$ cat config.mk
export PLATFORM = sky130hd
export DESIGN_NAME = wave_osc_gen_flat
export DESIGN_NICKNAME = d
export VERILOG_FILES = /design/src/rtl/wave_osc_gen_if.sv /design/src/rtl/wave_osc_gen.sv /design/src/flat_wrapper.sv
export SDC_FILE = /design/constraint.sdc
export NUM_CORES = 1
export LEC_CHECK = 0
export BUFFER_PORTS_ARGS = -buffer_cell sky130_fd_sc_hd__buf_2
export CORE_ASPECT_RATIO = 2
export CORE_MARGIN = 8
export CORE_UTILIZATION = 45
export CTS_BUF_LIST = sky130_fd_sc_hd__clkbuf_4 sky130_fd_sc_hd__clkbuf_8
export CTS_CLUSTER_SIZE = 24
export DETAILED_ROUTE_END_ITERATION = 8
export MAX_ROUTING_LAYER = met4
export PLACE_DENSITY_LB_ADDON = 0.25
export SYNTH_ARGS = -nofsm -noshare
export SYNTH_HDL_FRONTEND = slang
export SYNTH_SLANG_ARGS = --single-unit
$ cat constraint.sdc
create_clock -name clk -period 7.9 [get_ports clk]
set_clock_uncertainty 0.1 [all_clocks]
set_input_delay 1.58 -clock clk [delete_from_list [all_inputs] [get_ports clk]]
set_output_delay 1.58 -clock clk [all_outputs]
set_load 0.05 [all_outputs]
$ cat src/rtl/wave_osc_gen_if.sv
// wave_osc_gen_if
// Purpose: groups the control inputs and sample outputs of wave_osc_gen so
// the upstream note/period logic and the mixer/DAC path share one bundle.
// Signals:
//   en          run enable (level)
//   mode        waveform select: 0 triangle, 1 saw-up, 2 square, 3 saw-down
//   period      clock cycles per waveform cycle
//   duty        square-wave high steps (only when WAVE_DUTY_EN is defined)
//   value       registered sample
//   cycle_start one-clock pulse at step 0 of each waveform cycle
//   busy        high while the generator is running
// Modports: master drives the controls; slave is the generator side.
interface wave_osc_gen_if #(
  parameter int PERIOD_W  = 32,
  parameter int STEP_BITS = 3,
  parameter int OUT_W     = 8
);
  logic                 en;
  logic [1:0]           mode;
  logic [PERIOD_W-1:0]  period;
`ifdef WAVE_DUTY_EN
  logic [STEP_BITS-1:0] duty;
`endif
  logic [OUT_W-1:0]     value;
  logic                 cycle_start;
  logic                 busy;

`ifdef WAVE_DUTY_EN
  modport master (output en, mode, period, duty, input value, cycle_start, busy);
  modport slave  (input en, mode, period, duty, output value, cycle_start, busy);
`else
  modport master (output en, mode, period, input value, cycle_start, busy);
  modport slave  (input en, mode, period, output value, cycle_start, busy);
`endif
endinterface

$ cat src/rtl/wave_osc_gen.sv
// wave_osc_gen
// Purpose: multi-mode periodic waveform generator (triangle, saw-up, square,
// saw-down). Each waveform cycle has N = 2**STEP_BITS steps of
// L = max(1, period >> STEP_BITS) clocks. Period, mode (and duty) are only
// taken on waveform-cycle boundaries so the output never glitches mid-cycle.
// Optional feature macro: WAVE_DUTY_EN adds a duty input setting how many
// steps the square wave stays high (otherwise fixed at N/2).
// Ports:
//   clk    system clock, rising edge
//   reset  asynchronous active-high reset
//   bus    wave_osc_gen_if.slave (en, mode, period, [duty], value,
//          cycle_start, busy)
module wave_osc_gen #(
  parameter int PERIOD_W  = 32,
  parameter int STEP_BITS = 3,
  parameter int OUT_W     = 8
) (
  input  logic           clk,
  input  logic           reset,
  wave_osc_gen_if.slave  bus
);

  typedef enum logic {IDLE, RUN} state_t;

  state_t               r_state, w_state_next;
  logic [PERIOD_W-1:0]  r_t, w_t_next;
  logic [STEP_BITS-1:0] r_s, w_s_next;
  logic [PERIOD_W-1:0]  r_period_q, w_period_next;
  logic [1:0]           r_mode_q, w_mode_next;
  logic [OUT_W-1:0]     r_value, w_value_next;
  logic                 r_cycle_start, w_cycle_start_next;

  logic [PERIOD_W-1:0]  w_len_raw, w_len;
  logic                 w_last_t, w_last_s;
  logic [OUT_W-1:0]     w_rep_s, w_rep_lo, w_wave;
  logic                 w_sq_hi;

  // Step length; a period shorter than N still advances one step per clock.
  assign w_len_raw = r_period_q >> STEP_BITS;
  assign w_len     = (w_len_raw == '0) ? PERIOD_W'(1) : w_len_raw;
  assign w_last_t  = (r_t == w_len - PERIOD_W'(1));
  assign w_last_s  = &r_s;

  // MSB-first bit replication: 0 -> 0, all-ones -> all-ones, evenly spaced.
  for (genvar gi = 0; gi < OUT_W; gi++) begin : g_rep
    assign w_rep_s[OUT_W-1-gi]  = r_s[STEP_BITS-1-(gi % STEP_BITS)];
    assign w_rep_lo[OUT_W-1-gi] = r_s[STEP_BITS-2-(gi % (STEP_BITS-1))];
  end

`ifdef WAVE_DUTY_EN
  logic [STEP_BITS-1:0] r_duty_q, w_duty_next;
  assign w_sq_hi = (r_s < r_duty_q);
`else
  // s < N/2 is simply the top step bit being clear.
  assign w_sq_hi = ~r_s[STEP_BITS-1];
`endif

  always_comb begin
    w_wave = '0;
    case (r_mode_q)
      2'd0:    w_wave = r_s[STEP_BITS-1] ? ~w_rep_lo : w_rep_lo;
      2'd1:    w_wave = w_rep_s;
      2'd2:    w_wave = {OUT_W{w_sq_hi}};
      default: w_wave = ~w_rep_s;
    endcase
  end

  always_comb begin
    w_state_next       = r_state;
    w_t_next           = r_t;
    w_s_next           = r_s;
    w_period_next      = r_period_q;
    w_mode_next        = r_mode_q;
    w_value_next       = r_value;
    w_cycle_start_next = 1'b0;
`ifdef WAVE_DUTY_EN
    w_duty_next        = r_duty_q;
`endif
    case (r_state)
      IDLE: begin
        w_t_next     = '0;
        w_s_next     = '0;
        w_value_next = '0;
        if (bus.en) begin
          w_state_next       = RUN;
          w_period_next      = bus.period;
          w_mode_next        = bus.mode;
          w_cycle_start_next = 1'b1;
`ifdef WAVE_DUTY_EN
          w_duty_next        = bus.duty;
`endif
        end
      end
      default: begin
        if (!bus.en) begin
          // Disable wins over any step wrap on the same edge.
          w_state_next = IDLE;
          w_t_next     = '0;
          w_s_next     = '0;
          w_value_next = '0;
        end else begin
          w_value_next = w_wave;
          if (w_last_t) begin
            w_t_next = '0;
            w_s_next = r_s + STEP_BITS'(1);
            if (w_last_s) begin
              // Cycle boundary: take new settings as s returns to 0.
              w_period_next      = bus.period;
              w_mode_next        = bus.mode;
              w_cycle_start_next = 1'b1;
`ifdef WAVE_DUTY_EN
              w_duty_next        = bus.duty;
`endif
            end
          end else begin
            w_t_next = r_t + PERIOD_W'(1);
          end
        end
      end
    endcase
  end

  always_ff @(posedge clk or posedge reset) begin
    if (reset) begin
      r_state       <= IDLE;
      r_t           <= '0;
      r_s           <= '0;
      r_period_q    <= '0;
      r_mode_q      <= '0;
      r_value       <= '0;
      r_cycle_start <= 1'b0;
`ifdef WAVE_DUTY_EN
      r_duty_q      <= '0;
`endif
    end else begin
      r_state       <= w_state_next;
      r_t           <= w_t_next;
      r_s           <= w_s_next;
      r_period_q    <= w_period_next;
      r_mode_q      <= w_mode_next;
      r_value       <= w_value_next;
      r_cycle_start <= w_cycle_start_next;
`ifdef WAVE_DUTY_EN
      r_duty_q      <= w_duty_next;
`endif
    end
  end

  assign bus.value       = r_value;
  assign bus.cycle_start = r_cycle_start;
  assign bus.busy        = (r_state == RUN);

endmodule

$ cat src/flat_wrapper.sv
// flat-port wrapper written by rule: the top's interface ports become plain ports
module wave_osc_gen_flat 
#(
  parameter int PERIOD_W  = 32,
  parameter int STEP_BITS = 3,
  parameter int OUT_W     = 8
)
  (clk, reset, bus_en, bus_mode, bus_period, bus_value, bus_cycle_start, bus_busy);
  wave_osc_gen_if #(.PERIOD_W(PERIOD_W), .STEP_BITS(STEP_BITS), .OUT_W(OUT_W)) bus_i ();
  input  logic clk;
  input  logic reset;
  input wire logic [$bits(bus_i.en)-1:0] bus_en;
  input wire logic [$bits(bus_i.mode)-1:0] bus_mode;
  input wire logic [$bits(bus_i.period)-1:0] bus_period;
  output wire logic [$bits(bus_i.value)-1:0] bus_value;
  output wire logic [$bits(bus_i.cycle_start)-1:0] bus_cycle_start;
  output wire logic [$bits(bus_i.busy)-1:0] bus_busy;
  assign bus_i.en = bus_en;
  assign bus_i.mode = bus_mode;
  assign bus_i.period = bus_period;
  assign bus_value = bus_i.value;
  assign bus_cycle_start = bus_i.cycle_start;
  assign bus_busy = bus_i.busy;
  wave_osc_gen #(.PERIOD_W(PERIOD_W), .STEP_BITS(STEP_BITS), .OUT_W(OUT_W)) u_core (.clk(clk), .reset(reset), .bus(bus_i));
endmodule
Word-level counts from Yosys, hierarchy flattened

Cells that the tools add are included.

Flip-flop bits (word level): 79
Output and inout port bits: 10
Logic and storage cells: 49

Add/subtract/negate cells: 3
Eq/ne operators: 6
Muxes and demuxes: 26
Bitwise operators: 3
Reduce and logical (&&, ||, !) cells: 4

Operator list:

| kind                    | number |
|---|---|
| $mux W32                | 8 |
| $add A32 B1 Y32 const B | 1 |
| $eq A32 B32 Y1          | 1 |
| $logic_not A32 Y1       | 1 |
| $sub A32 B1 Y32 const B | 1 |
| $mux W29                | 1 |
| $mux W8                 | 3 |
| $pmux W8 S3             | 1 |
| $not A8 Y8              | 2 |
| $mux W2                 | 5 |
| $mux W3                 | 3 |
| $reduce_and A3 Y1       | 2 |
| $mux W1                 | 5 |
| $ne A2 B2 Y1 const B    | 2 |
| $add A3 B1 Y3 const B   | 1 |
| $ne A3 B3 Y1 const B    | 1 |
| $eq A2 B1 Y1 const B    | 1 |
| $eq A2 B2 Y1 const B    | 1 |
| $logic_not A2 Y1        | 1 |
| $not A1 Y1              | 1 |

Longest topological paths before layout

Gate-level depths: netlist of run 1.

Depth in word-level cells: 7
Gate-level depth with buffers: 17
Mapped depth without buffers: 13

Worst setup path after synthesis of run 1

OpenSTA, ideal clock, no wires.

Path kind: register -> register
Start: register u_core.r_period_q[26]
End: register u_core.r_period_q[3]
Setup time: 0.124 ns
Arrival: 3.906 ns
Slack: 3.770 ns
Cell stages (with the launch flop): 16
Buffers on the path: 2
Period minus slack after synthesis: 4.130 ns
Cells stage by stage: dfrtp_1 nor3_1 nand4_1 nor3_2 nor2_1 ha_1 a22oi_1 o211ai_1 a2111oi_0 o2111a_1 nand4_1 or4_4 buf_6 buf_12 mux2i_1 a211o_1

Word-level cells in the longest chain between the ends: 6

Ends and longest elaborated chain:

| what                          | RTL line            | source |
|---|---|---|
| start, declared               | wave_osc_gen.sv:28  | `logic [PERIOD_W-1:0] r_period_q, w_period_next;` |
| start signal, assigned        | wave_osc_gen.sv:139 | `r_period_q <= w_period_next;` |
| $logic_not A32 Y1             | wave_osc_gen.sv:40  | `assign w_len = (w_len_raw == '0) ? PERIOD_W'(1) : w_len_raw;` |
| $mux W29 *                    | wave_osc_gen.sv:40  |  |
| $sub A32 B1 Y32 *             | wave_osc_gen.sv:41  | `assign w_last_t = (r_t == w_len - PERIOD_W'(1));` |
| $eq A32 B32 Y1 *              | wave_osc_gen.sv:41  |  |
| $ne A2 B2 Y1 (no line) *      | -                   |  |
| $reduce_and A3 Y1 (no line) * | -                   |  |

Every way passes the cells marked *; elsewhere a longest branch is shown, timed or not.
A chain may end at the register's enable or synchronous reset.

Worst setup path in the final report of run 1

Start: register u_core.r_period_q[12]
End: register u_core.r_t[23]

Word-level cells in the longest chain between the ends: 7

Ends and longest elaborated chain:

| what                    | RTL line            | source |
|---|---|---|
| $logic_not A32 Y1       | wave_osc_gen.sv:40  |  |
| $mux W29 *              | wave_osc_gen.sv:40  |  |
| $sub A32 B1 Y32 *       | wave_osc_gen.sv:41  |  |
| $eq A32 B32 Y1 *        | wave_osc_gen.sv:41  |  |
| $mux W32 *              | wave_osc_gen.sv:103 | `if (w_last_t) begin` |
| $mux W32 *              | wave_osc_gen.sv:95  | `if (!bus.en) begin` |
| $mux W32 *              | wave_osc_gen.sv:79  | `case (r_state)` |
| via u_core.w_t_next[23] | wave_osc_gen.sv:26  | `logic [PERIOD_W-1:0] r_t, w_t_next;` |
| end signal, assigned    | wave_osc_gen.sv:137 | `r_t <= w_t_next;` |
| end, declared           | wave_osc_gen.sv:26  |  |

The timed path passes the listed nets; every way through them passes the cells marked *.

==> flow_summary.toml, run 1 <==
[clock_network]
cts_buffer_depth = 2
cts-resized-gates = 0
cts_inserted_buffers = 9
cts_root_buf = "clkbuf_8"
clk_latency_ps = 370
clk_pin_slew_worst_paths_ps = 80
hold_buffers = 0
cts.sinks = 74
post_cts_buffers = 0
cts_max_level = 3
cts_tree = "built"

[yosys]
mappedNetlistArea_mm2 = 0.005588
ys_seq_area_frac = 0.3314
synth_ff_type = "dfrtp_1"
yosysWarningCount = 0
synth_area_leaders = "dfrtp_1 (33%), nor2_1 (6.6%), nand2_1 (6.5%)"
syn_inst = 645
synth_top_cell_by_area = "dfrtp_1"
ys_types = 65
synth_fp_nets = 686
synth_top_area_share = 0.3314
synth_seq_cells = 74
syn_area_per_cell_um2 = 8.663
async_flop_share = 1.000
synth_edf_count = 0

[worst_setup_path]
regToRegSetupSlack_ps = 2690
cp-end-kind = "flip-flop"
rr_worst_depth = 13
crit_end = "u_core.r_t[23]"
worst_ep_required_time_ps = 8020
path_class = "reg -> reg"
cp-startpoint = "u_core.r_period_q[12]"
reg2reg_to = "u_core.r_t[23]"
cp.arrival_ps = 5330
startpoint_type = "flip-flop"
crit_fanout = 40
reg2reg_from = "u_core.r_period_q[12]"

[hold_path]
min-delay-path-class = "reg -> reg"
hold_depth = 2

[drt]
vias_per_cell = 6.152
wire_per_inst_um = 19.56
firstDrtPassIters = 4
drt-total-wl_um = 15810
drt-initial-drc-count = 313
postRouteAntennaNets = 0
vias = 4971
drc = 0

[pwr]
power_frac_seq = 0.490
p_switching_uw = 272.8
leakagePower_uw = 0.002433
cellPowerDensity_mw_per_mm2 = 148.1
intPower_uw = 608.6
ir_drop_v = 0.0001127
pwr-share-clk = 0.342
p_sw_frac = 0.3095
p_comb_frac = 0.168

[global_route]
grt_overflow_total = 0
grt_usage = 0.2073
grt_start_max_net_pins = 75
grt_pass1_wl_um = 26260
antenna_found_initial = 0
first_global_vias = 5111

[final_layout]
layout_common_cells = "nand2_1 (97), nor2_1 (96), dfrtp_1 (74)"
fin_util = 0.4909
final_common_cell = "nand2_1"
area_delta_synth_final_pct = 6.516
final_nets = 698
drive_gt1_frac = 0.1982
antenna_cells = 0

[sta]
max_freq_ghz = 0.1918
relSlewSlack = 0.1583
slew_violations = 0
period_needed_ps = 5214
setup-tns-final_ps = 0
rsz0062_at_grt = "false"
timing.final.hold_violations = 0
worst_slew_pin_slew_ps = 1261
setup_viol = 0
setup_ws_ps = 2686
holdWs_ps = 457.6
fin_crit_sh = 0.6600

[floorplan]
chipWidth_um = 94.80
core_area_mm2 = 0.01212
num_rows = 57
die_area_mm2 = 0.01646
initial_utilization = 0.4609
io_pins = 47
die_y_um = 173.6

[status]
status = "finished clean"

[place]
hpwl_um = 11480
place.gp.congestion = 0.9094
pre_cts_slack_ps = 2710
io_buffers = 43

[job]
maxCapViolations = 0
==> registers in the layout, indices dropped and copies added, names as in the netlist <==
name	count
u_core.bus.busy	1
u_core.bus.cycle_start	1
u_core.bus.value	6
u_core.r_mode_q	2
u_core.r_period_q	29
u_core.r_s	3
u_core.r_t	32
==> per-stage QoR <==
stage	instance area, um^2	power [uW]	std cells
floorplan	5588	545.1	645
global placement	5759	577.8	793
detailed placement	5759	586.4	793
CTS	5952	889.7	808
global route	5952	922.8	808
finish	5952	881.4	808
==> worst max-delay path: stages (launching register included) <==
cell and delay (ps):
dfrtp_1 490, nor4_4 520, nand4_1 400, nor3_2 450, nor2_1 80, ha_1 320, a22oi_1 170, o211ai_1 100
a2111oi_0 460, o2111a_1 260, nand4_1 100, or4_4 860, nand3_2 600, nor2_1 130
==> how the worst min path moves through the flow <==
stage | start | to | slack (ps)
after floorplan | u_core.r_t[0] | u_core.r_t[0] | 400
after global placement | u_core.r_t[31] | u_core.r_t[31] | 420
after detailed placement | u_core.r_t[31] | u_core.r_t[31] | 450
after CTS | u_core.r_t[31] | u_core.r_t[31] | 470
after global routing | u_core.r_t[31] | u_core.r_t[31] | 500
final | u_core.r_t[31] | u_core.r_t[31] | 460
==> cells by family (layout without fill, tap and decap cells) <==
group	Yosys count	count (layout)	synth area share
AOI/OAI and AO/OA	90	90	0.1267
xor gates and xnor gates	66	66	0.1034
adders and majority gates	4	4	0.008957
buffers and inverters	56	72	0.05508
DFF	74	74	0.3314
muxes	35	35	0.08419
and+or+nand+nor	320	320	0.2902
==> power groups by stage <==
stage | Sequential (uW) | Combinational (uW) | Clock (uW)
detailed placement | 438 | 148 | 0
global route | 435 | 164 | 324
global placement | 436 | 141 | 0
floorplan | 426 | 119 | 0
finish | 431 | 148 | 301
CTS | 431 | 149 | 310
==> final cells by class <==
cell class / instances / area (um^2)
sequential: 74 / 1852
clock inverter: 5 / 55.05
multi-input combinational: 515 / 3433
fill: 1202 / 6172
tap: 147 / 183.9
timing repair buffer: 49 / 260.3
clock buffer: 10 / 137.6
inverter: 8 / 30.03
==> synth_stat cells (5+ instances only) <==
cell type / count
dfrtp_1: 74
and3_1: 6
nand3_1: 15
inv_1: 8
clkbuf_1: 31
nand3b_1: 6
a21oi_1: 7
a31oi_1: 9
nor4_1: 10
xor2_1: 32
xnor2_1: 34
nor2b_1: 8
o221ai_1: 6
buf_2: 6
mux2_4: 24
a221oi_1: 25
and4_1: 6
nand2_1: 97
mux2i_1: 11
o21ai_0: 9
nand2_2: 24
buf_6: 5
nand4_1: 15
nor2_1: 98
nor3_1: 5
==> metal layers <==
metal,wire length (um),vias to the layer above,global-route usage
met5,0,-,-
met4,808,0,0.1207
met3,486,55,0.03731
met2,8438,132,0.3510
met1,6073,2483,0.2155
li1,-,2301,-
Note: power is estimated with default switching activity, not from simulation.
==> run 2: changes to the inputs <==
clock period = 5.4 ns   (was 7.9 ns; I/O delays follow)
==> run 2 against run 1 <==
Effect of this change: routed wire length shrank 0.96%; global-route usage shrank 0.52 points; power grew 47%; clock power grew 50%; setup slack lost 2100 ps; highest routed layer unchanged.
==> flow_summary.toml, run 2 (synthesized netlist as in run 1, its figures left out) <==
[status]
status = "finished clean"

[worst_setup_path]
rr_worst_depth = 13
path_class = "reg -> reg"
crit_path_frequent_cell = "nor2_1"
reg2reg_from = "u_core.r_period_q[16]"
cpLargestDelayFamily = "simple AND/OR/NAND/NOR gates"
crit_fanout = 40
cp_num_cells = 13
max_stage_delay_ps = 840
cp-end-kind = "flip-flop"
worst_ep_required_time_ps = 5560
path_buf_inv = 0
crit_chain = "nor2_1, nand4_1, nor3_2, nor2_1, ha_1, nor4b_2, nand2b_1, or3b_1, a31oi_1, o2111ai_1, or4_4, mux2i_1, a211o_1"
reg2reg_to = "u_core.r_period_q[5]"
startpoint_type = "flip-flop"
cp.arrival_ps = 4990
crit_path_top_delay_cell = "or4_4"
regToRegSetupSlack_ps = 570

[final_layout]
final_common_cell = "nand2_1"
largest_register_ff_count = 32
antenna_cells = 0
area_delta_synth_final_pct = 7.501
largest-register = "u_core.r_t"
final_nets = 703
seqCellArea_mm2 = 0.001852
fillers = 1217
drive_gt1_frac = 0.2054
multi_input_area_mm2 = 0.003433
layout_common_cells = "nand2_1 (97), nor2_1 (96), dfrtp_1 (74)"

[clock_network]
cts_max_level = 3
post_cts_buffers = 0
cts.sinks = 74
cts_tree = "built"
cts-resized-gates = 0
clk_latency_ps = 370
hold_buffers = 0
cts_buffer_depth = 2
clk_pin_slew_worst_paths_ps = 90
cts_inserted_buffers = 9
cts_root_buf = "clkbuf_8"

[global_route]
grt_overflow_total = 0
antenna_found_initial = 0
grt_pass1_wl_um = 25640
grt_usage = 0.2020
grt_start_max_net_pins = 44
first_global_vias = 4989

[pwr]
cellPowerDensity_mw_per_mm2 = 216.2
ir_drop_v = 0.0001829
power_uw = 1299
leakagePower_uw = 0.002462

[drt]
drc = 0
wire_per_inst_um = 19.23
drt-initial-drc-count = 280
drt-total-wl_um = 15660
vias_per_cell = 6.064
vias = 4936
postRouteAntennaNets = 0
firstDrtPassIters = 5

[sta]
worst_slew_pin_slew_ps = 1195
relSlewSlack = 0.2026
period_needed_ps = 4828
fin_crit_sh = 0.8941
max_freq_ghz = 0.2071
slew_violations = 0
setup_viol = 0
rsz0062_at_grt = "false"
setup-tns-final_ps = 0
timing.final.hold_violations = 0

[hold_path]
hold_depth = 2
hold-path-endpoint = "u_core.r_t[31]"
min-delay-path-class = "reg -> reg"
hold_start = "u_core.r_t[31]"

[place]
place.gp.congestion = 0.8914
io_buffers = 43
hpwl_um = 11810

[floorplan]
initial_utilization = 0.4609
chipWidth_um = 94.80
num_rows = 57
core_area_mm2 = 0.01212
io_pins = 47
die_area_mm2 = 0.01646
die_y_um = 173.6

[job]
maxCapViolations = 0
## run 2: cell types whose count changed in the layout (fill, tap and decap cells not counted), sizes merged
cell,previous run,this run
buf,49,54
clkinv,2,1
clkinvlp,2,3
inv,8,9
## run 2: through the flow
step | hold WS, ps | setup WS, ps | util | cells | area (um^2)
after floorplan | 398.7 | 1270 | - | 645 | 5588
after detailed placement | 434.5 | 634.1 | 0.4792 | 798 | 5809
after CTS | 452.1 | 610.8 | 0.4955 | 814 | 6007
after global placement | 423.7 | 669.1 | 0.4792 | 798 | 5809
after global routing | 500.4 | 382.5 | 0.4955 | 814 | 6007
final | 449.5 | 571.8 | 0.4955 | 814 | 6007
## run 2: per-layer routing
layer	share of wire	vias up	track usage
met4	0.044	0	0.09967
met2	0.54	152	0.3455
met3	0.033	42	0.03080
met1	0.38	2422	0.2176
met5	0	-	-
li1	-	2320	-
## run 2: cell type report
type,instances,share of cell area
Sequential cell,74,0.3083
Clock inverter,6,0.01104
Multi-Input combinational cell,515,0.5715
Clock buffer,10,0.02187
Tap cell,147,0.03062
Inverter,8,0.004999
Timing Repair Buffer,54,0.05166
## run 2: worst register-to-register path, cell delays in order (launching register included)
cell	delay (ps)
dfrtp_1	520
nor2_1	190
nand4_1	340
nor3_2	120
nor2_1	130
ha_1	280
nor4b_2	580
nand2b_1	210
or3b_1	410
a31oi_1	320
o2111ai_1	190
or4_4	840
mux2i_1	220
a211o_1	290
## run 2: worst max-delay path by stage
stage / slack (ps) / end / from
after floorplan: 1270 / u_core.r_period_q[3] / u_core.r_period_q[26]
after global placement: 670 / u_core.r_period_q[6] / u_core.r_period_q[16]
after CTS: 610 / u_core.r_t[10] / u_core.r_period_q[16]
final: 570 / u_core.r_period_q[5] / u_core.r_period_q[16]
after global routing: 380 / u_core.r_t[2] / u_core.r_period_q[16]
after detailed placement: 630 / u_core.r_period_q[5] / u_core.r_period_q[16]
## run 2: report_power, final
| group | total (uW) | internal (uW) | switching [uW] |
|---|---|---|---|
| Clock | 450 | 219 | 230 |
| Sequential | 629 | 577 | 51.6 |
| Combinational | 220 | 93.4 | 126 |
==> run 3: changes to the inputs <==
PLACE_DENSITY = 0.69   (was not set)
PLACE_DENSITY_LB_ADDON = not set   (was 0.25)
==> run 3 against run 2 <==
Effect of this change: die area unchanged; maximum frequency down 1.5%; worst hold slack better by 3.0 ps; combinational power about the same; utilization about the same; flip-flop and latch count unchanged; global-route usage up 0.26 points; via count down 0.65%; non-clock buffer count down 4; highest routed layer unchanged.
==> flow_summary.toml, run 3 (synthesized netlist as in run 1, its figures left out) <==
[status]
status = "finished clean"

[worst_setup_path]
path_class = "reg -> reg"
cp-end-kind = "flip-flop"
cpLargestDelayFamily = "simple AND/OR/NAND/NOR gates"
max_stage_delay_ps = 840
crit_chain = "or4_4, or2_4, nor3_2, nor2_1, ha_1, nor4b_2, nand2_1, o31a_1, nor4b_1, o2111ai_1, or4_4, nand3_2, buf_12, nor2_1"
worst_ep_required_time_ps = 5550
cp.arrival_ps = 5050
path_buf_inv = 1
crit_fanout = 40
startpoint_type = "flip-flop"
rr_worst_depth = 14
cp_num_cells = 14
crit_path_top_delay_cell = "or4_4"

[floorplan]
die_area_mm2 = 0.01646
num_rows = 57
core_area_mm2 = 0.01212
chipWidth_um = 94.80
io_pins = 47
die_y_um = 173.6
initial_utilization = 0.4609

[drt]
wire_per_inst_um = 19.24
vias = 4904
firstDrtPassIters = 5
vias_per_cell = 6.054
drc = 0
drt-total-wl_um = 15590
postRouteAntennaNets = 0
drt-initial-drc-count = 254

[pwr]
ir_drop_v = 0.0001469
p_comb_frac = 0.163
power_frac_seq = 0.469
cellPowerDensity_mw_per_mm2 = 224.0
pwr-share-clk = 0.368
p_switching_uw = 398.0
intPower_uw = 946.4
leakagePower_uw = 0.002460
p_sw_frac = 0.2960

[job]
maxCapViolations = 0

[final_layout]
fillers = 1186
seqCellArea_mm2 = 0.001852
layout_common_cells = "nand2_1 (97), nor2_1 (96), dfrtp_1 (74)"
stdcell_count = 810
multi_input_area_mm2 = 0.003433
largest-register = "u_core.r_t"
drive_gt1_frac = 0.2006
largest_register_ff_count = 32
final_nets = 699
final_common_cell = "nand2_1"
area_delta_synth_final_pct = 7.412
antenna_cells = 0

[clock_network]
cts.sinks = 74
post_cts_buffers = 0
cts_buffer_depth = 2
cts_inserted_buffers = 9
cts_tree = "built"
cts_root_buf = "clkbuf_8"
cts_max_level = 3
hold_buffers = 0
clk_pin_slew_worst_paths_ps = 90
clk_latency_ps = 370
cts-resized-gates = 0

[sta]
slew_violations = 0
period_needed_ps = 4901
setup_viol = 0
setup-tns-final_ps = 0
holdWs_ps = 452.5
worst_slew_pin_slew_ps = 1215
max_freq_ghz = 0.2040
fin_crit_sh = 0.9076
rsz0062_at_grt = "false"
timing.final.hold_violations = 0
relSlewSlack = 0.1892

[place]
place_inst = 794
io_buffers = 43
place.gp.congestion = 0.9250
hpwl_um = 11730

[global_route]
antenna_found_initial = 0
grt_pass1_wl_um = 25960
grt_overflow_total = 0
grt_start_max_net_pins = 43
first_global_vias = 5048
grt_usage = 0.2047

[hold_path]
min-delay-path-class = "reg -> reg"
hold_depth = 2
## run 3: changes by cell type in the layout (fill, tap and decap cells not counted), sizes merged
cell / change
buf: -4
bufinv: +1
clkbuf: +1
clkinv: +1
clkinvlp: -2
inv: -1
## run 3: final timing paths
kind                                      start                     to  slack [ps]
setup reg to reg           u_core.r_period_q[6]         u_core.r_t[10]         500
min in group asynchronous                 reset  u_core.r_period_q[26]         720
hold reg to reg                  u_core.r_t[31]         u_core.r_t[31]         450
setup / recovery           u_core.r_period_q[6]         u_core.r_t[10]         500
hold / removal                   u_core.r_t[31]         u_core.r_t[31]         450
max in group asynchronous                 reset        u_core.bus.busy        3460
## run 3: power by group through the flow
stage	sequential, uW	clock, uW	combinational (uW)
5_1_grt	636	520	241
4_1_cts	630	502	220
3_3_place_gp	638	0	209
2_1_floorplan	623	0	175
3_5_place_dp	640	0	219
6_report	631	495	219
## run 3: per-stage QoR
step / worst slack (ps) / util / instance area [um^2] / power, uW
2_1_floorplan: 1270 / - / 5588 / 797.4
3_3_place_gp: 635.0 / 0.4767 / 5779 / 847.2
3_5_place_dp: 572.7 / 0.4767 / 5779 / 859.2
4_1_cts: 553.8 / 0.4950 / 6002 / 1351
5_1_grt: 328.1 / 0.4950 / 6002 / 1398
6_report: 499.0 / 0.4950 / 6002 / 1344
## run 3: worst register-to-register path: cells and delay by family, from the launching register on
kind,cells,cell delay [ps]
flops,1,610
simple gates,10,3130
compound gates,2,460
buf+inv,1,200
fa+ha+maj,1,270
## run 3: area by class of cell
type,instances,share of cell area
clock buffer,11,0.02418
clock inverter,5,0.01292
tap,147,0.03064
timing repair buffer,50,0.04670
inverter,8,0.005003
multi-input combinational,515,0.5720
sequential,74,0.3085
## run 3: metal layers
metal,vias up,GRT usage,part of all wire
li1,2310,-,-
met1,2411,0.2136,0.38
met2,137,0.3531,0.55
met3,46,0.03124,0.032
met4,0,0.1108,0.043
met5,-,-,0
